### config.mk
export PLATFORM = sky130hd
export DESIGN_NAME = calculator_param
export DESIGN_NICKNAME = d
export VERILOG_FILES = /design/src/rtl/calc_pkg.sv /design/src/rtl/calc_alu.sv /design/src/rtl/calculator_param.sv
export SDC_FILE = /design/constraint.sdc
export NUM_CORES = 1
export LEC_CHECK = 0
export CAP_MARGIN = 20
export CORE_ASPECT_RATIO = 0.7
export CORE_MARGIN = 2
export CORE_UTILIZATION = 38
export CTS_BUF_LIST = sky130_fd_sc_hd__clkbuf_8
export DETAILED_ROUTE_END_ITERATION = 10
export SLEW_MARGIN = 20
export SYNTH_ARGS = -nofsm -noshare
export SYNTH_HDL_FRONTEND = slang
export SYNTH_SLANG_ARGS = --single-unit
### constraint.sdc
create_clock -name clk -period 4.03 [get_ports clk]
set_input_delay 1.0075 -clock clk [delete_from_list [all_inputs] [get_ports clk]]
set_output_delay 1.0075 -clock clk [all_outputs]
set_load 0.02 [all_outputs]
### src/rtl/calc_pkg.sv
// Shared op-code constants and FSM state encoding for the parameterised calculator.
package calc_pkg;

   localparam int unsigned OPW = 3;
   localparam int unsigned CSW = 4;

   localparam logic [OPW-1:0] OP_ADD = 3'd0;
   localparam logic [OPW-1:0] OP_SUB = 3'd1;
   localparam logic [OPW-1:0] OP_AND = 3'd2;
   localparam logic [OPW-1:0] OP_OR  = 3'd3;
   localparam logic [OPW-1:0] OP_XOR = 3'd4;
   localparam logic [OPW-1:0] OP_SHL = 3'd5;
   localparam logic [OPW-1:0] OP_SHR = 3'd6;
   localparam logic [OPW-1:0] OP_MUL = 3'd7;

   // Codes double as the 7-segment state display value
   typedef enum logic [CSW-1:0] {
      S_IDLE = 4'd0,
      S_LOAD = 4'd1,
      S_EXEC = 4'd2,
      S_MUL  = 4'd3,
      S_WB   = 4'd4,
      S_DONE = 4'd5
   } state_e;

endpackage

### src/rtl/calc_alu.sv
// Combinational ALU plus one shift-add multiply step (MSB-first).
module calc_alu
   import calc_pkg::*;
#(
   parameter int unsigned WIDTH = 8,
   parameter int unsigned SHW   = $clog2(WIDTH)
) (
   input  logic [OPW-1:0]     op,
   input  logic [WIDTH-1:0]   a,
   input  logic [WIDTH-1:0]   b,
   input  logic [2*WIDTH-1:0] acc,
   input  logic               mbit,
   output logic [WIDTH-1:0]   result,
   output logic               carry,
   output logic [2*WIDTH-1:0] acc_next
);

   logic [WIDTH:0]   sum;
   logic [SHW-1:0]   shamt;

   assign sum      = {1'b0, a} + {1'b0, b};
   assign shamt    = b[SHW-1:0];
   assign acc_next = (acc << 1) + (mbit ? {{WIDTH{1'b0}}, a} : '0);

   // For MUL the result reflects the accumulator after this step
   always_comb begin
      result = '0;
      carry  = 1'b0;
      case (op)
         OP_ADD: begin
            result = sum[WIDTH-1:0];
            carry  = sum[WIDTH];
         end
         OP_SUB: begin
            result = a - b;
            carry  = (a < b);
         end
         OP_AND: result = a & b;
         OP_OR:  result = a | b;
         OP_XOR: result = a ^ b;
         OP_SHL: result = a << shamt;
         OP_SHR: result = a >> shamt;
         OP_MUL: begin
            result = acc_next[WIDTH-1:0];
            carry  = |acc_next[2*WIDTH-1:WIDTH];
         end
         default: begin
            result = '0;
            carry  = 1'b0;
         end
      endcase
   end

endmodule

### src/rtl/calculator_param.sv
// Multi-cycle calculator: operand latch, ALU/iterative multiply, registered write-back.
module calculator_param
   import calc_pkg::*;
#(
   parameter int unsigned WIDTH = 8,
   parameter int unsigned SHW   = $clog2(WIDTH)
) (
   input  logic             clk,
   input  logic             rst,
   input  logic             go,
   input  logic [2:0]       op,
   input  logic [WIDTH-1:0] in1,
   input  logic [WIDTH-1:0] in2,
   output logic [WIDTH-1:0] out,
   output logic             flag_c,
   output logic             flag_z,
   output logic             busy,
   output logic             done,
   output logic [3:0]       CS
);

   localparam int unsigned CNTW = $clog2(WIDTH + 1);

   state_e             state;
   logic [WIDTH-1:0]   a_q;
   logic [WIDTH-1:0]   b_q;
   logic [OPW-1:0]     opr_q;
   logic [WIDTH-1:0]   r_q;
   logic               rc_q;
   logic [2*WIDTH-1:0] acc_q;
   logic [CNTW-1:0]    cnt_q;

   logic               mbit;
   logic [WIDTH-1:0]   alu_result;
   logic               alu_carry;
   logic [2*WIDTH-1:0] acc_next;

   // Multiplier bit for this step: counter WIDTH..1 selects B[WIDTH-1]..B[0]
   assign mbit = |(b_q & (WIDTH'(1) << (cnt_q - CNTW'(1))));
   assign CS   = state;

   calc_alu #(
      .WIDTH (WIDTH),
      .SHW   (SHW)
   ) u_alu (
      .op       (opr_q),
      .a        (a_q),
      .b        (b_q),
      .acc      (acc_q),
      .mbit     (mbit),
      .result   (alu_result),
      .carry    (alu_carry),
      .acc_next (acc_next)
   );

   always_ff @(posedge clk or negedge rst) begin
      if (!rst) begin
         state  <= S_IDLE;
         a_q    <= '0;
         b_q    <= '0;
         opr_q  <= '0;
         r_q    <= '0;
         rc_q   <= 1'b0;
         acc_q  <= '0;
         cnt_q  <= '0;
         out    <= '0;
         flag_c <= 1'b0;
         flag_z <= 1'b0;
         busy   <= 1'b0;
         done   <= 1'b0;
      end else begin
         done <= 1'b0;
         case (state)
            S_IDLE: begin
               if (go) begin
                  a_q   <= in1;
                  b_q   <= in2;
                  opr_q <= op;
                  busy  <= 1'b1;
                  state <= S_LOAD;
               end
            end
            S_LOAD: state <= S_EXEC;
            S_EXEC: begin
               if (opr_q == OP_MUL) begin
                  acc_q <= '0;
                  cnt_q <= CNTW'(WIDTH);
                  state <= S_MUL;
               end else begin
                  r_q   <= alu_result;
                  rc_q  <= alu_carry;
                  state <= S_WB;
               end
            end
            S_MUL: begin
               acc_q <= acc_next;
               cnt_q <= cnt_q - CNTW'(1);
               if (cnt_q <= CNTW'(1)) begin
                  r_q   <= alu_result;
                  rc_q  <= alu_carry;
                  state <= S_WB;
               end
            end
            S_WB: begin
               out    <= r_q;
               flag_c <= rc_q;
               flag_z <= (r_q == '0);
               done   <= 1'b1;
               state  <= S_DONE;
            end
            S_DONE: begin
               busy  <= 1'b0;
               state <= S_IDLE;
            end
            default: begin
               busy  <= 1'b0;
               state <= S_IDLE;
            end
         endcase
      end
   end

endmodule

# Yosys cells after proc, flatten, opt, wreduce, memory -nomap -nowiden
# Cells that the tools add are included.
# W data, S select, Z words.
# totals
ff_bits,63
in_bits,22
out_inout_bits,16
elab_cells,74
# classes
n_addsub,4
n_lt_le_gt_ge,2
eq_ne,15
n_shift,3
mux,20
bitwise_logic,5
reduce_logical,12
# op_table
op,n
$pmux W8 S8,1
$pmux W15 S2,1
$mux W8,3
$pmux W4 S5,1
$add A16 B8 Y16,1
$and A8 B8 Y8,2
$pmux W8 S2,1
$reduce_or A8 Y1,2
$mux W15,1
$eq A3 B3 Y1 const B,4
$mux W4,3
$add A8 B8 Y9,1
$eq A4 B2 Y1 const B,2
$logic_not A8 Y1,1
$lt A8 B8 Y1,1
$ne A2 B2 Y1 const B,4
$or A8 B8 Y8,1
$pmux W4 S2,1
$reduce_and A2 Y1,4
$shl A1 B4 Y8 const A,1
$shl A8 B3 Y8,1
$shr A8 B3 Y8,1
$sub A8 B8 Y8,1
$xor A8 B8 Y8,1
other kinds (16),21

# Logic depth before layout (Yosys ltp)
# logic_depth
word_depth,10
mapped_depth,15
mapped_depth_nobuf,15

# Cells and area by module
# Synthesis repeated with hierarchy kept, for this count alone.
# hier_totals
hier_cells,504
area_unflattened_um2,4828.4
# modules_own_cells
module,n_inst,cells_per_inst,area_per_inst_um2,seq_area_each_um2
calculator_param,1,180,2576.2,1576.5
calc_alu,1,324,2252.2,0.0

# Worst setup path after synthesis
# No wires, ideal clock.
# synth_timing
path_kind,register to register
from,register cnt_q[0]
to,register rc_q
setup_ns,0.132
arrival_time_ns,3.168
required_time_ns,3.898
path_slack_ns,0.730
stages_incl_launch_ff,15
path_buffers,0
period_less_slack_ns,3.300
cell_sequence,dfrtp_1 -> inv_1 -> ha_1 -> xnor2_1 -> nor3_1 -> a31oi_1 -> and3_1 -> ha_1 -> fa_1 -> a211o_1 -> nand2_2 -> a21oi_4 -> a211o_1 -> a2111oi_1 -> o31ai_1
# synth_via
elab_chain_cells,10
elab_cells_between_ends,14
cone_classes,2 x add/sub; 1 x order compare; 1 x eq/ne; 1 x shift; 5 x mux; 1 x bitwise; 3 x reduce/logical
# synth_rtl
element,line,text
start: declaration,calculator_param.sv:31,logic [CNTW-1:0] cnt_q;
start signal: assignment,calculator_param.sv:87,cnt_q <= CNTW'(WIDTH);
start signal: assignment,calculator_param.sv:97,cnt_q <= cnt_q - CNTW'(1);
$sub A4 B1 Y4,calculator_param.sv:39,assign mbit = |(b_q & (WIDTH'(1) << (cnt_q - CNTW'(1))));
$shl A1 B4 Y8,calculator_param.sv:39,
$and A8 B8 Y8,calculator_param.sv:39,
$reduce_or A8 Y1,calculator_param.sv:39,
$mux W8,calc_alu.sv:23,"assign acc_next = (acc << 1) + (mbit ? {{WIDTH{1'b0}}, a} : '0);"
$add A16 B8 Y16,calc_alu.sv:23,
$reduce_or A8 Y1,calc_alu.sv:45,carry = |acc_next[2*WIDTH-1:WIDTH];
$pmux W1 S3,calc_alu.sv:29,case (op)
$mux W1 (on tied branches),"calculator_param.sv:98, calculator_param.sv:85",
$pmux W1 S2,calculator_param.sv:73,case (state)
end signal: assignment,calculator_param.sv:91,rc_q <= alu_carry;
end signal: assignment,calculator_param.sv:100,rc_q <= alu_carry;
end: declaration,calculator_param.sv:29,logic rc_q;
# Several ways; a longest one is shown, not always the timed one. The select of a mux whose other input is x is not followed.
# A chain may end at the register's enable or synchronous reset.

# Final worst setup path
# Same ends and word-level chain as after synthesis.

==> reports/metrics.cfg <==
[synth]
synthTopCellsByCount=62 x dfrtp_1, 60 x o21ai_0, 57 x nand2_1, 38 x ha_1, 34 x nor2_1
yosys_most_used_dff=dfrtp_1
synth_edf_count=0
yosysMostFrequentCell=dfrtp_1
synth-seq-cells=62
synth.top_cells.by_area=dfrtp_1 32%, ha_1 9.9%, o21ai_0 6.3%, nand2_1 4.5%, a21oi_1 3.0%
yosysSeqAreaShare=0.324
synth_top_area_cell=dfrtp_1
syn_area_sq_um=4800
syn_avg_cell_area_sq_um=9.01
synth.distinct_cells=75
synth_nets=595
netlist_instances=532
synth_top_area_share=0.324
yosysWarnings=0
synth-async-reset-ratio=1.00

[power_and_ir_drop]
p_seq_frac=0.251
p_int_w=0.00253
p_per_area_nw_per_um2=915
netSwitchingFraction=0.494
p_comb_frac=0.632
p_sw_w=0.00247
ir_worst_vdd_uv=325
power.share.clock=0.117
power_leakage_nw=2.40

[place]
place_congestion=1.01
dp_worst_setup_slack_ps=412
port_buffers=36
placed_area_sq_um=5260
hpwlAfterDp_um=10200

[cells_and_area]
diodes=0
final_cell_area_sq_um=5470
drive_gt1_frac=0.0888
nets=622
final_util=0.442
syn_to_final_growth_pct=14.0
nFillCells=1196

[global_routing]
antenna_found_initial=0
grt_use_total=0.201
grt_start_max_net_pins=47
grt_pass1_vias=3743
grt_overflow_total=0
grt_pass1_wl_um=21300

[status]
status=finished, final reports clean

[timing]
fin_ws_ps=371
worst_pin_slew_ps=914
post-route-period-util=0.908
drv_slew=0
maxSlewHeadroom=0.390
setup_viol=0
fmaxAchievable_mhz=273
hold_viol=0
period_needed_ps=3660
skew_ps=10.1
whs_ps=506
rsz0062_at_grt=false
finalSetupTns_ps=0

[clock_network]
post_cts_resized=0
cts_tree=built
clk_latency_ps=360
cts_max_path_buffers=2
htree_num_levels=3
cts_hold_buf=0
post_cts_buffers=0
cts-buffers-inserted=9
cts.sinks=62
clk_pin_slew_ps=70
cts-root-buf=clkbuf_8

[drt]
avgViaCountPerCell=5.67
avgRoutedWirePerCell_um=18.5
dr.pass1.iters=5
ant_nets=0
vias=4114
drt_iter0_drc=386
route.detailed.drc=0
drt-total-wl_um=13400

[floorplanning]
start_util=0.387
core-area_sq_um=12400
dieArea_sq_um=13500
dieWidth_um=138
io_pins=38
die_h_um=98.0
num_rows=34

[flow_run]
maxCapViolations=0

[critical_path]
path_max_fanout=8
path_class=reg -> reg
critPathRequiredTime_ps=4270
crit_path_start_kind=flop
crit_arrival_ps=3900
critPathCaptureType=flop

[min_path]
min_path_type=reg -> reg

==> state kept, by name (all words and copies together) (netlist names) <==
name,count
CS,3
a_q,8
acc_q,15
b_q,8
busy,1
cnt_q,4
done,1
flag_c,1
flag_z,1
opr_q,3
out,8
r_q,8
rc_q,1
==> worst paths after layout <==
path	from	endpoint	slack, ps	depth (start not counted)
max	cnt_q[0]	rc_q	370	15
min	acc_q[4]	acc_q[4]	510	2
max reg2reg	cnt_q[0]	rc_q	370	15
min reg2reg	acc_q[4]	acc_q[4]	510	2
max in group asynchronous	rst	cnt_q[0]	2710	2
min in group asynchronous	rst	acc_q[9]	660	1
==> cell families after synthesis <==
logic type      Yosys count  synth area share
other cells               1          0.000782
mux                      29            0.0879
simple gates            151             0.153
flops                    62             0.324
fa+ha+maj                41             0.112
compound gates          165             0.223
xor+xnor                 23            0.0420
buf+inv                  60            0.0582
==> cell usage in the layout (no fill, tap or decap), types with 3 or more instances in the layout <==
cell type,netlist,final
and2_1,5,5
a211oi_1,4,4
o31ai_1,6,6
fa_1,3,3
mux4_2,3,3
a22oi_1,6,6
nor2_1,34,34
xnor2_1,16,16
a21o_1,5,5
dfrtp_1,62,62
mux2_2,10,10
mux2i_1,11,11
a22o_1,6,6
xor2_1,7,7
nor2b_1,6,6
nor3_1,8,8
o21ai_1,3,3
mux4_1,5,5
nand3_1,10,10
o21a_1,4,4
a31oi_1,6,6
nand2_1,57,57
clkbuf_8,0,12
ha_1,38,38
inv_1,30,30
o21ai_0,60,60
clkdlybuf4s50_1,0,35
buf_4,4,9
nor4_1,3,3
a211o_1,4,4
a21oi_1,29,29
o221ai_1,3,3
and3_1,8,8
nand2b_1,5,5
==> critical path, stage by stage, from the launching register on <==
cell and delay (ps):
dfrtp_1 450, inv_1 120, ha_1 270, xnor2_1 220, nor3_1 80, a31oi_1 410, and3_1 230, ha_1 210
fa_1 260, a211o_1 180, nand2_2 80, a21oi_4 240, o21ai_0 110, a211o_1 230, a2111oi_1 350, o31ai_1 100
==> area by class of cell <==
type	count	area, sq um	share of cell area
clock inverter	3	42.5	0.00778
clock buffer	12	165	0.0302
sequential	62	1550	0.284
tap	162	203	0.0371
multi-input combinational	410	2970	0.542
timing repair buffer	44	418	0.0764
inverter	32	123	0.0224
==> per-layer routing <==
| layer | up-vias | routed length [um] | track usage |
|---|---|---|---|
| met5 | - | 0 | 0 |
| met2 | 162 | 5180 | 0.265 |
| met1 | 1981 | 7020 | 0.322 |
| met3 | 10 | 1110 | 0.0525 |
| met4 | 0 | 96 | 0.0463 |
| li1 | 1961 | - | - |
==> power by group through the flow <==
stage	logic (W)	clock network (W)	registers, W
final	0.00316	0.000588	0.00125
after global routing	0.00346	0.000627	0.00130
after CTS	0.00311	0.000604	0.00125
after detailed placement	0.00309	0	0.00126
after global placement	0.00308	0	0.00125
after floorplan	0.00225	0	0.00119
==> stage by stage <==
stage               total power [W]  instances
floorplan                   0.00344        532
global placement            0.00434        710
detailed placement          0.00436        710
CTS                         0.00497        725
global route                0.00539        725
finish                      0.00500        725
Power figures use the tool's default switching activity.
